`src/rtl/nonce_result_queue_pkg.sv`:
```
// Shared types and constants for the nonce result queue: word width, transmit
// FSM encoding and a constant-evaluable ceiling log2.
package nonce_result_queue_pkg;

    localparam int NONCE_W = 32;

    typedef enum logic [1:0] {
        ST_IDLE      = 2'd0,
        ST_WAIT_BUSY = 2'd1,
        ST_WAIT_IDLE = 2'd2
    } tx_state_t;

    function automatic int clog2(input int n);
        int r;
        r = 0;
        while ((1 << r) < n) r++;
        return r;
    endfunction

endpackage

```
`src/rtl/nonce_fifo.sv`:
```
// Synchronous first-word-fall-through FIFO; head word is valid whenever empty=0.
// Push is ignored when full unless a pop happens in the same cycle.
module nonce_fifo
    import nonce_result_queue_pkg::*;
#(
    parameter int WIDTH = 32,
    parameter int DEPTH = 16
) (
    input  logic                    clk,
    input  logic                    reset_n,
    input  logic                    push,
    input  logic [WIDTH-1:0]        push_dat,
    input  logic                    pop,
    output logic [WIDTH-1:0]        head_dat,
    output logic                    full,
    output logic                    empty,
    output logic [clog2(DEPTH):0]   level
);

    localparam int AW = clog2(DEPTH);

    logic [WIDTH-1:0] mem [DEPTH];
    logic [AW-1:0]    wr_ptr;
    logic [AW-1:0]    rd_ptr;
    logic             push_ok;
    logic             pop_ok;

    assign full     = (level == (AW+1)'(DEPTH));
    assign empty    = (level == '0);
    assign push_ok  = push && (!full || pop);
    assign pop_ok   = pop && !empty;
    assign head_dat = mem[rd_ptr];

    always_ff @(posedge clk) begin
        if (push_ok) mem[wr_ptr] <= push_dat;
    end

    always_ff @(posedge clk or negedge reset_n) begin
        if (!reset_n) begin
            wr_ptr <= '0;
            rd_ptr <= '0;
            level  <= '0;
        end else begin
            if (push_ok) wr_ptr <= wr_ptr + AW'(1);
            if (pop_ok)  rd_ptr <= rd_ptr + AW'(1);
            case ({push_ok, pop_ok})
                2'b10:   level <= level + (AW+1)'(1);
                2'b01:   level <= level - (AW+1)'(1);
                default: level <= level;
            endcase
        end
    end

endmodule

```
`src/rtl/nonce_result_queue.sv`:
```
// Captures per-slave nonce pulses, round-robin arbitrates them into a FWFT FIFO and
// feeds the serial transmitter; pulse to serial_send is 2 cycles minimum, sends wait on busy.
module nonce_result_queue
    import nonce_result_queue_pkg::*;
#(
    parameter int SLAVES = 3,
    parameter int DEPTH  = 16,
    parameter int DROP_W = 16
) (
    input  logic                        clk,
    input  logic                        reset_n,
    input  logic [SLAVES-1:0]           new_nonces,
    input  logic [SLAVES*NONCE_W-1:0]   slave_nonces,
    input  logic                        serial_busy,
    output logic                        serial_send,
    output logic [NONCE_W-1:0]          golden_nonce,
    output logic [clog2(DEPTH):0]       fifo_level,
    output logic [DROP_W-1:0]           dropped
);

    localparam int IDX_W = (SLAVES > 1) ? clog2(SLAVES) : 1;

    logic [SLAVES-1:0]  pending;
    logic [NONCE_W-1:0] hold [SLAVES];
    logic [IDX_W-1:0]   rr_ptr;
    logic [IDX_W-1:0]   cand;
    logic [IDX_W-1:0]   gnt_idx;
    logic               gnt_vld;
    logic [DROP_W:0]    drop_cnt;
    logic [DROP_W:0]    drop_sum;
    logic [NONCE_W-1:0] fifo_dat;
    logic               fifo_full;
    logic               fifo_empty;
    logic               pop;
    tx_state_t          state;

    // Search starts at rr_ptr so the slave after the last winner has first claim.
    always_comb begin
        gnt_vld = 1'b0;
        gnt_idx = '0;
        cand    = '0;
        for (int k = 0; k < SLAVES; k++) begin
            cand = IDX_W'((int'(rr_ptr) + k) % SLAVES);
            if (!gnt_vld && !fifo_full && pending[cand]) begin
                gnt_vld = 1'b1;
                gnt_idx = cand;
            end
        end
    end

    // A pulse on a pending slave that is not being drained loses the older value.
    always_comb begin
        drop_cnt = '0;
        for (int i = 0; i < SLAVES; i++) begin
            if (new_nonces[i] && pending[i] && !(gnt_vld && gnt_idx == IDX_W'(i)))
                drop_cnt = drop_cnt + (DROP_W+1)'(1);
        end
        drop_sum = {1'b0, dropped} + drop_cnt;
    end

    always_ff @(posedge clk or negedge reset_n) begin
        if (!reset_n) begin
            pending <= '0;
            rr_ptr  <= '0;
            dropped <= '0;
            for (int i = 0; i < SLAVES; i++) hold[i] <= '0;
        end else begin
            for (int i = 0; i < SLAVES; i++) begin
                if (new_nonces[i]) begin
                    hold[i]    <= slave_nonces[i*NONCE_W +: NONCE_W];
                    pending[i] <= 1'b1;
                end else if (gnt_vld && gnt_idx == IDX_W'(i)) begin
                    pending[i] <= 1'b0;
                end
            end
            if (gnt_vld)
                rr_ptr <= (gnt_idx == IDX_W'(SLAVES-1)) ? '0 : gnt_idx + IDX_W'(1);
            dropped <= drop_sum[DROP_W] ? '1 : drop_sum[DROP_W-1:0];
        end
    end

    nonce_fifo #(
        .WIDTH (NONCE_W),
        .DEPTH (DEPTH)
    ) u_fifo (
        .clk      (clk),
        .reset_n  (reset_n),
        .push     (gnt_vld),
        .push_dat (hold[gnt_idx]),
        .pop      (pop),
        .head_dat (fifo_dat),
        .full     (fifo_full),
        .empty    (fifo_empty),
        .level    (fifo_level)
    );

    assign pop = (state == ST_IDLE) && !fifo_empty && !serial_busy;

    always_ff @(posedge clk or negedge reset_n) begin
        if (!reset_n) begin
            state        <= ST_IDLE;
            serial_send  <= 1'b0;
            golden_nonce <= '0;
        end else begin
            serial_send <= 1'b0;
            case (state)
                ST_IDLE: begin
                    if (pop) begin
                        golden_nonce <= fifo_dat;
                        serial_send  <= 1'b1;
                        state        <= ST_WAIT_BUSY;
                    end
                end
                ST_WAIT_BUSY: if (serial_busy)  state <= ST_WAIT_IDLE;
                ST_WAIT_IDLE: if (!serial_busy) state <= ST_IDLE;
                default:      state <= ST_IDLE;
            endcase
        end
    end

endmodule

```
`config.mk`:
```
export PLATFORM = sky130hd
export DESIGN_NAME = nonce_result_queue
export DESIGN_NICKNAME = d
export VERILOG_FILES = /design/src/rtl/nonce_result_queue_pkg.sv /design/src/rtl/nonce_fifo.sv /design/src/rtl/nonce_result_queue.sv
export SDC_FILE = /design/constraint.sdc
export NUM_CORES = 1
export LEC_CHECK = 0
export ABC_AREA = 1
export BUFFER_PORTS_ARGS = -buffer_cell sky130_fd_sc_hd__clkbuf_2
export CAP_MARGIN = 20
export CORE_MARGIN = 2
export CORE_UTILIZATION = 55
export DETAILED_ROUTE_END_ITERATION = 12
export PLACE_DENSITY = 0.75
export SYNTH_ARGS = -nofsm -noshare
export SYNTH_HDL_FRONTEND = slang
export SYNTH_SLANG_ARGS = --single-unit
```
`constraint.sdc`:
```
create_clock -name clk -period 5.3 [get_ports clk]
set_input_delay 0.265 -clock clk [delete_from_list [all_inputs] [get_ports clk]]
set_output_delay 0.265 -clock clk [all_outputs]
set_load 0.02 [all_outputs]
```
### Word level (Yosys, flattened, before mapping)

Memory sizes are Yosys's and may differ from the RTL's. A register that Yosys moved wholly into a read port is not among the register bits.
Index checks and enable logic that the tools add are counted.

* bits in registers: 133
* bits in writable memories: 512
* input port bits: 102
* output and inout bits: 54
* word-level logic and storage cells: 114
* memories kept: 1

Memory list
* u_fifo.mem: words 16, bits a word 32, rd ports 1, clocked after Yosys merged registers in 1, write ports 1, line nonce_fifo.sv:22 `logic [WIDTH-1:0] mem [DEPTH];`

* $add $sub $neg: 10
* div/mod/pow operators: 3
* magnitude comparators: 4
* equal/unequal tests: 10
* mux-type cells: 35
* bitwise operators: 1
* reductions and logical operators: 37

Operators with widths (number)
* 32-bit binary-select mux with 2-bit select: 1
* 32-bit by 3-bit modulo with 32-bit output (second input constant): 2
* 32-bit 2-to-1 mux: 2
* 17-bit by 1-bit adder with 17-bit output (second input constant): 2
* 17-bit 2-to-1 mux: 2
* 3-bit by 3-bit modulo with 32-bit output (second input constant): 1
* 1-bit logical AND: 18
* 16-bit by 17-bit adder with 17-bit output: 1
* 1-bit 2-to-1 mux: 17
* 16-bit 2-to-1 mux: 1
* 2-bit 2-to-1 mux: 7
* 5-bit one-hot mux with 2 select lines: 1
* 1-bit logical NOT: 9
* 2-bit by 3-bit < comparator with 1-bit output (second input constant): 3
* 4-bit by 1-bit adder with 4-bit output (second input constant): 2
* 2-bit nonzero test: 4
* 1-bit binary-select mux with 2-bit select: 3
* 2-bit by 1-bit == test with 1-bit output (second input constant): 3
* 2-bit == test (second input constant): 3
* 2-bit one-hot mux with 3 select lines: 1
* 5-bit by 1-bit adder with 5-bit output (second input constant): 1
* 5-bit == test (second input constant): 1
* 5-bit logical NOT: 1
* 5-bit by 1-bit subtractor with 5-bit output (second input constant): 1
* 11 further kinds: 13

### Depth between registers and ports, before layout

* depth in word-level cells: 24
* depth in mapped cells: 29
* mapped depth without buffers: 29

### Cells and area by module

Synthesis repeated with hierarchy kept, for this count alone.

* cells, all modules: 3002
* area total of the unflattened synthesis: 29069.1 µm²

By module, submodules not included
* nonce_fifo: instances 1, cells each 2124, area an instance 22212.6 µm², sequential area each 15700.1 µm²
* nonce_result_queue: instances 1, cells each 878, area an instance 6856.6 µm², sequential area each 3803.6 µm²

### Least setup slack after synthesis

Ideal clock, no wire load.

* path type: register to register
* start point: register rr_ptr[0]
* end point: register dropped[14]
* setup time: 0.124 ns
* data arrival time: 3.542 ns
* data required time: 5.176 ns
* path slack: 1.634 ns
* cell stages (with the launch flop): 28
* path buffers: 0
* period minus slack after synthesis: 3.666 ns
* path through: dfrtp_1 inv_1 ha_1 inv_2 nand2_2 nand3_1 nand2_2 nor2_1 nand3_1 nand2_1 nor2_4 nand3_1 nand2_1 inv_1 ha_1 nand3_1 nand2_1 inv_1 ha_1 inv_1 fa_1 nor2_1 nor2_1 nor2_1 nand2_1 nor2_1 nand2_1 o31a_1

* longest elaborated chain between the ends: 24
* elaborated cells between the ends (all ways): 43
* classes of those cells: add/sub: 5; div: 3; eq/ne: 2; mux: 16; reduce/logical: 17

RTL lines
* start: declaration: line nonce_result_queue.sv:25 `logic [IDX_W-1:0] rr_ptr;`
* start signal: assignment: line nonce_result_queue.sv:77 `rr_ptr <= (gnt_idx == IDX_W'(SLAVES-1)) ? '0 : gnt_idx + IDX_W'(1);`
* parallel branches: the longest is 21 deep, another holds 32-bit by 3-bit modulo with 32-bit output
* 17-bit 2-to-1 mux *: line nonce_result_queue.sv:55 `if (new_nonces[i] && pending[i] && !(gnt_vld && gnt_idx == IDX_W'(i)))`
* 16-bit by 17-bit adder with 17-bit output *: line nonce_result_queue.sv:58 `drop_sum = {1'b0, dropped} + drop_cnt;`
* 16-bit 2-to-1 mux *: line nonce_result_queue.sv:78 `dropped <= drop_sum[DROP_W] ? '1 : drop_sum[DROP_W-1:0];`
* end signal: assignment: line nonce_result_queue.sv:78
* end: declaration: line nonce_result_queue.sv:18 `output logic [DROP_W-1:0] dropped`

Every way passes the cells marked *. The select of a mux whose other input is x is not followed.
A chain may end at the register's enable or synchronous reset.

### Final worst setup path

* start point: register rr_ptr[0]
* end point: register dropped[10]

The elaborated chain is that of the path after synthesis.

==> metrics.csv <==
stage,metric,value,unit
floorplanning,num_io_pins,156,
synth,synth-edff-count,512,
clock_network,tritoncts,yes,
sta,rsz0062_at_grt,false,
global_route,grt_max_degree,258,
pwr,clkPwrFrac,21.8,%
sta,min_period,4321,ps
route,wl_per_cell,22.11,um
global_route,antenna_found_initial,2,
synth,synth_seq_cells,677,
sta,finalWorstSetupSlack,979.2,ps
clock_network,post_cts_resized,0,
route,dr_total_vias,19983,
route,highest_layer,met4,
pwr,peakVddDrop,0.4209,mV
min_path,min_path_type,in2async,
sta,drv_slew,0,
synth,synth_fa_ha_area_share,0.9228,%
pwr,power.switching,0.008805,W
pwr,comb_power_share,35.5,%
worst_setup_path,required,5840,ps
pwr,p_leak,12.66,nW
final_layout,nNetsFinal,2709,
sta,max_freq,0.2314,GHz
clock_network,cts_hold_repair.buffers,98,
pwr,total_power,0.02244,W
flow_run,maxCapViolCount,0,
synth,yosys.area_share.simple,14.43,%
clock_network,clkSinkCount,677,
worst_setup_path,critPathSlowestCell,ha_1,
worst_setup_path,cp.arrival,4860,ps
synth,synthMuxAreaShare,0,%
worst_setup_path,crit_family,simple AND/OR/NAND/NOR gates,
route,drcViolationCount,0,
route,drt_iter0_drc,2627,
placement,hpwl,37990,um
synth,yosys_most_used_dff,edfxtp_1,
worst_setup_path,r2r_start,rr_ptr[0],
worst_setup_path,cp-startpoint,rr_ptr[0],
synth,synthXorXnorAreaFrac,0.3517,%
sta,setup_viol,0,
sta,worstMarginPinSlew,1149,ps
run_status,outcome,completed,
pwr,power_switching_share,39.23,%
worst_setup_path,r2r_setup_slack,980,ps
global_route,grt-ovfl-total,0,
worst_setup_path,crit_type,reg2reg,
route,finalWirelength,73210,um
final_layout,syn2layout_area_growth,17.03,%
route,m1WireLength,27760,um
worst_setup_path,crit_path_end,dropped[10],
placement,gp_congestion,0.8587,
floorplanning,fp.dieW,227.2,um
route,first_pass_iters,8,
synth,ys_warn_count,0,
synth,avgSynthCellArea,11.55,um^2
global_route,grtUsageTotal,28.50,%
worst_setup_path,rr_worst_depth,26,
global_route,grt_pass1_wl,110600,um
synth,yosysSeqAreaShare,71.21,%
synth,synthArstFlopShare,24.37,%
pwr,intPower,0.01364,W
floorplanning,core-area,49050,um^2
floorplanning,start_util,55.84,%
synth,ys_types,34,
clock_network,clock_latency,610,ps
synth,synth_area,27390,um^2
route,wl_met3,7892,um
pwr,seqPwrFrac,42.7,%
worst_setup_path,critPathBufInv,6,
worst_setup_path,crit_cells,26,
sta,hold_viol,0,
placement,dp_slack,1058,ps
floorplanning,die-area,51600,um^2
clock_network,clk_pin_slew,70,ps
worst_setup_path,cp_slowest_stage_delay,410,ps
sta,finalCritPeriodShare,81.52,%
floorplanning,fp.dieH,227.2,um
pwr,power_density,700.2,nW/um^2
global_route,first_global_vias,19574,
worst_setup_path,cp_max_fo,34,
worst_setup_path,start_kind,flip-flop,
route,wl_met2,35090,um
worst_setup_path,r2r_end,dropped[10],
worst_setup_path,cp-end-kind,flip-flop,
final_layout,final_layout_size_suffix_gt1_share,12.06,%
synth,synth_compound_area_share,9.675,%
synth,syn-instance-count,2371,
clock_network,max-clock-path-buffers,3,
floorplanning,rows,81,
sta,finalClockSkew,32.64,ps
route,drt.antenna.violating_nets,0,
sta,slew_headroom,23.37,%
sta,fin_setup_tns,0,ps
synth,synth_top_family_by_area,simple AND/OR/NAND/NOR gates,
clock_network,ctsRootBufferMaster,clkbuf_16,
clock_network,post_cts_buffers,0,
clock_network,htree_levels,3,
synth,synthesis.nets,2492,
route,drt-vias-per-instance,6.035,
placement,port_buffers,155,
clock_network,cts_buffers,69,
## logic make-up (layout without fill, tap and decap cells)
logic type	count (synthesis)	count (layout)
AO/OA/AOI/OAI	447	447
XOR/XNOR	11	11
buffers and inverters	226	500
AND/OR/NAND/NOR	991	991
flip-flops	677	677
other	0	2
adder cells (fa/ha/maj)	19	19
## flip-flops by register name, indices dropped and copies added (netlist names)
register / cells
dropped: 16
golden_nonce: 32
hold: 96
pending: 3
rr_ptr: 2
serial_send: 1
state: 2
u_fifo.level: 5
u_fifo.mem: 512
u_fifo.rd_ptr: 4
u_fifo.wr_ptr: 4
## layout make-up
cell class	count	area (um^2)
Fill cell	3486	17000
Clock buffer	91	1883
Inverter	82	319.1
Tap cell	664	830.8
Sequential cell	677	19510
Timing Repair Buffer	290	2158
Clock inverter	37	390.4
Antenna cell	2	5.005
Multi-Input combinational cell	1468	6954
## layout by cell type (no fill, tap or decap), drive strengths merged
cell and n:
o211ai 1, xor2 9, fa 2, o31a 1, bufinv 7, edfxtp 512
ha 17, clkinvlp 4, nor2 299, inv 85, clkinv 23, clkbuf 245
o22ai 31, nand2 544, nor4 1, a21oi 9, nand4 5, xnor2 2
buf 38, o221ai 97, diode 2, a21o 1, dfrtp 165, dlygate4sd3 98
nor3 7, o21ai 306, nand3 131, a31oi 1, or2 4
## stage by stage
step	hold slack [ps]	instance area, um^2	util (%)	instances
after floorplan	-30.59	27390	-	2371
after CTS	123.3	31940	65.11	3305
after global routing	176.0	32050	65.35	3311
after detailed placement	458.8	28690	58.48	3079
final	154.6	32050	65.35	3311
after global placement	453.3	28690	58.48	3079
## layer usage
metal | global-route usage [%] | vias up
li1 | - | 8789
met1 | 38.22 | 9654
met2 | 46.32 | 1317
met3 | 5.653 | 223
met4 | 11.11 | 0
met5 | 0 | -
## power by group through the flow
| stage | Sequential [W] | Clock, W | Combinational [W] |
|---|---|---|---|
| after floorplan | 0.00950 | 0 | 0.00495 |
| after global placement | 0.00960 | 0 | 0.00739 |
| after detailed placement | 0.00966 | 0 | 0.00769 |
| after CTS | 0.00957 | 0.00492 | 0.00780 |
| after global routing | 0.00970 | 0.00511 | 0.00868 |
| final | 0.00959 | 0.00489 | 0.00796 |
## synth_stat cells, types with 3 or more instances
cell / instances / area [um^2]
ha_1: 17 / 212.7
nand3_1: 131 / 655.6
dfrtp_1: 165 / 4129
a21oi_1: 9 / 45.04
buf_1: 9 / 33.78
nor3_2: 3 / 30.03
o21ai_0: 287 / 1436
clkbuf_1: 101 / 379.1
inv_1: 72 / 270.3
buf_2: 23 / 115.1
nor2_1: 297 / 1115
o21ai_1: 19 / 95.09
nand2_1: 542 / 2034
o22ai_1: 31 / 193.9
nor3_1: 4 / 20.02
xor2_1: 9 / 78.83
or2_2: 4 / 25.02
inv_2: 7 / 26.28
buf_4: 8 / 60.06
edfxtp_1: 512 / 15370
o221ai_1: 97 / 849.6
buf_6: 3 / 33.78
nand4_1: 5 / 31.28
## worst min path at each step
| stage | to | slack, ps | cells past startpoint |
|---|---|---|---|
| after floorplan | dropped[0] | -30 | 0 |
| after global placement | state[0] | 450 | 2 |
| after detailed placement | hold[58] | 460 | 2 |
| after CTS | hold[14] | 120 | 4 |
| after global routing | hold[23] | 180 | 4 |
| final | hold[9] | 150 | 2 |
Power figures use the tool's default switching activity.
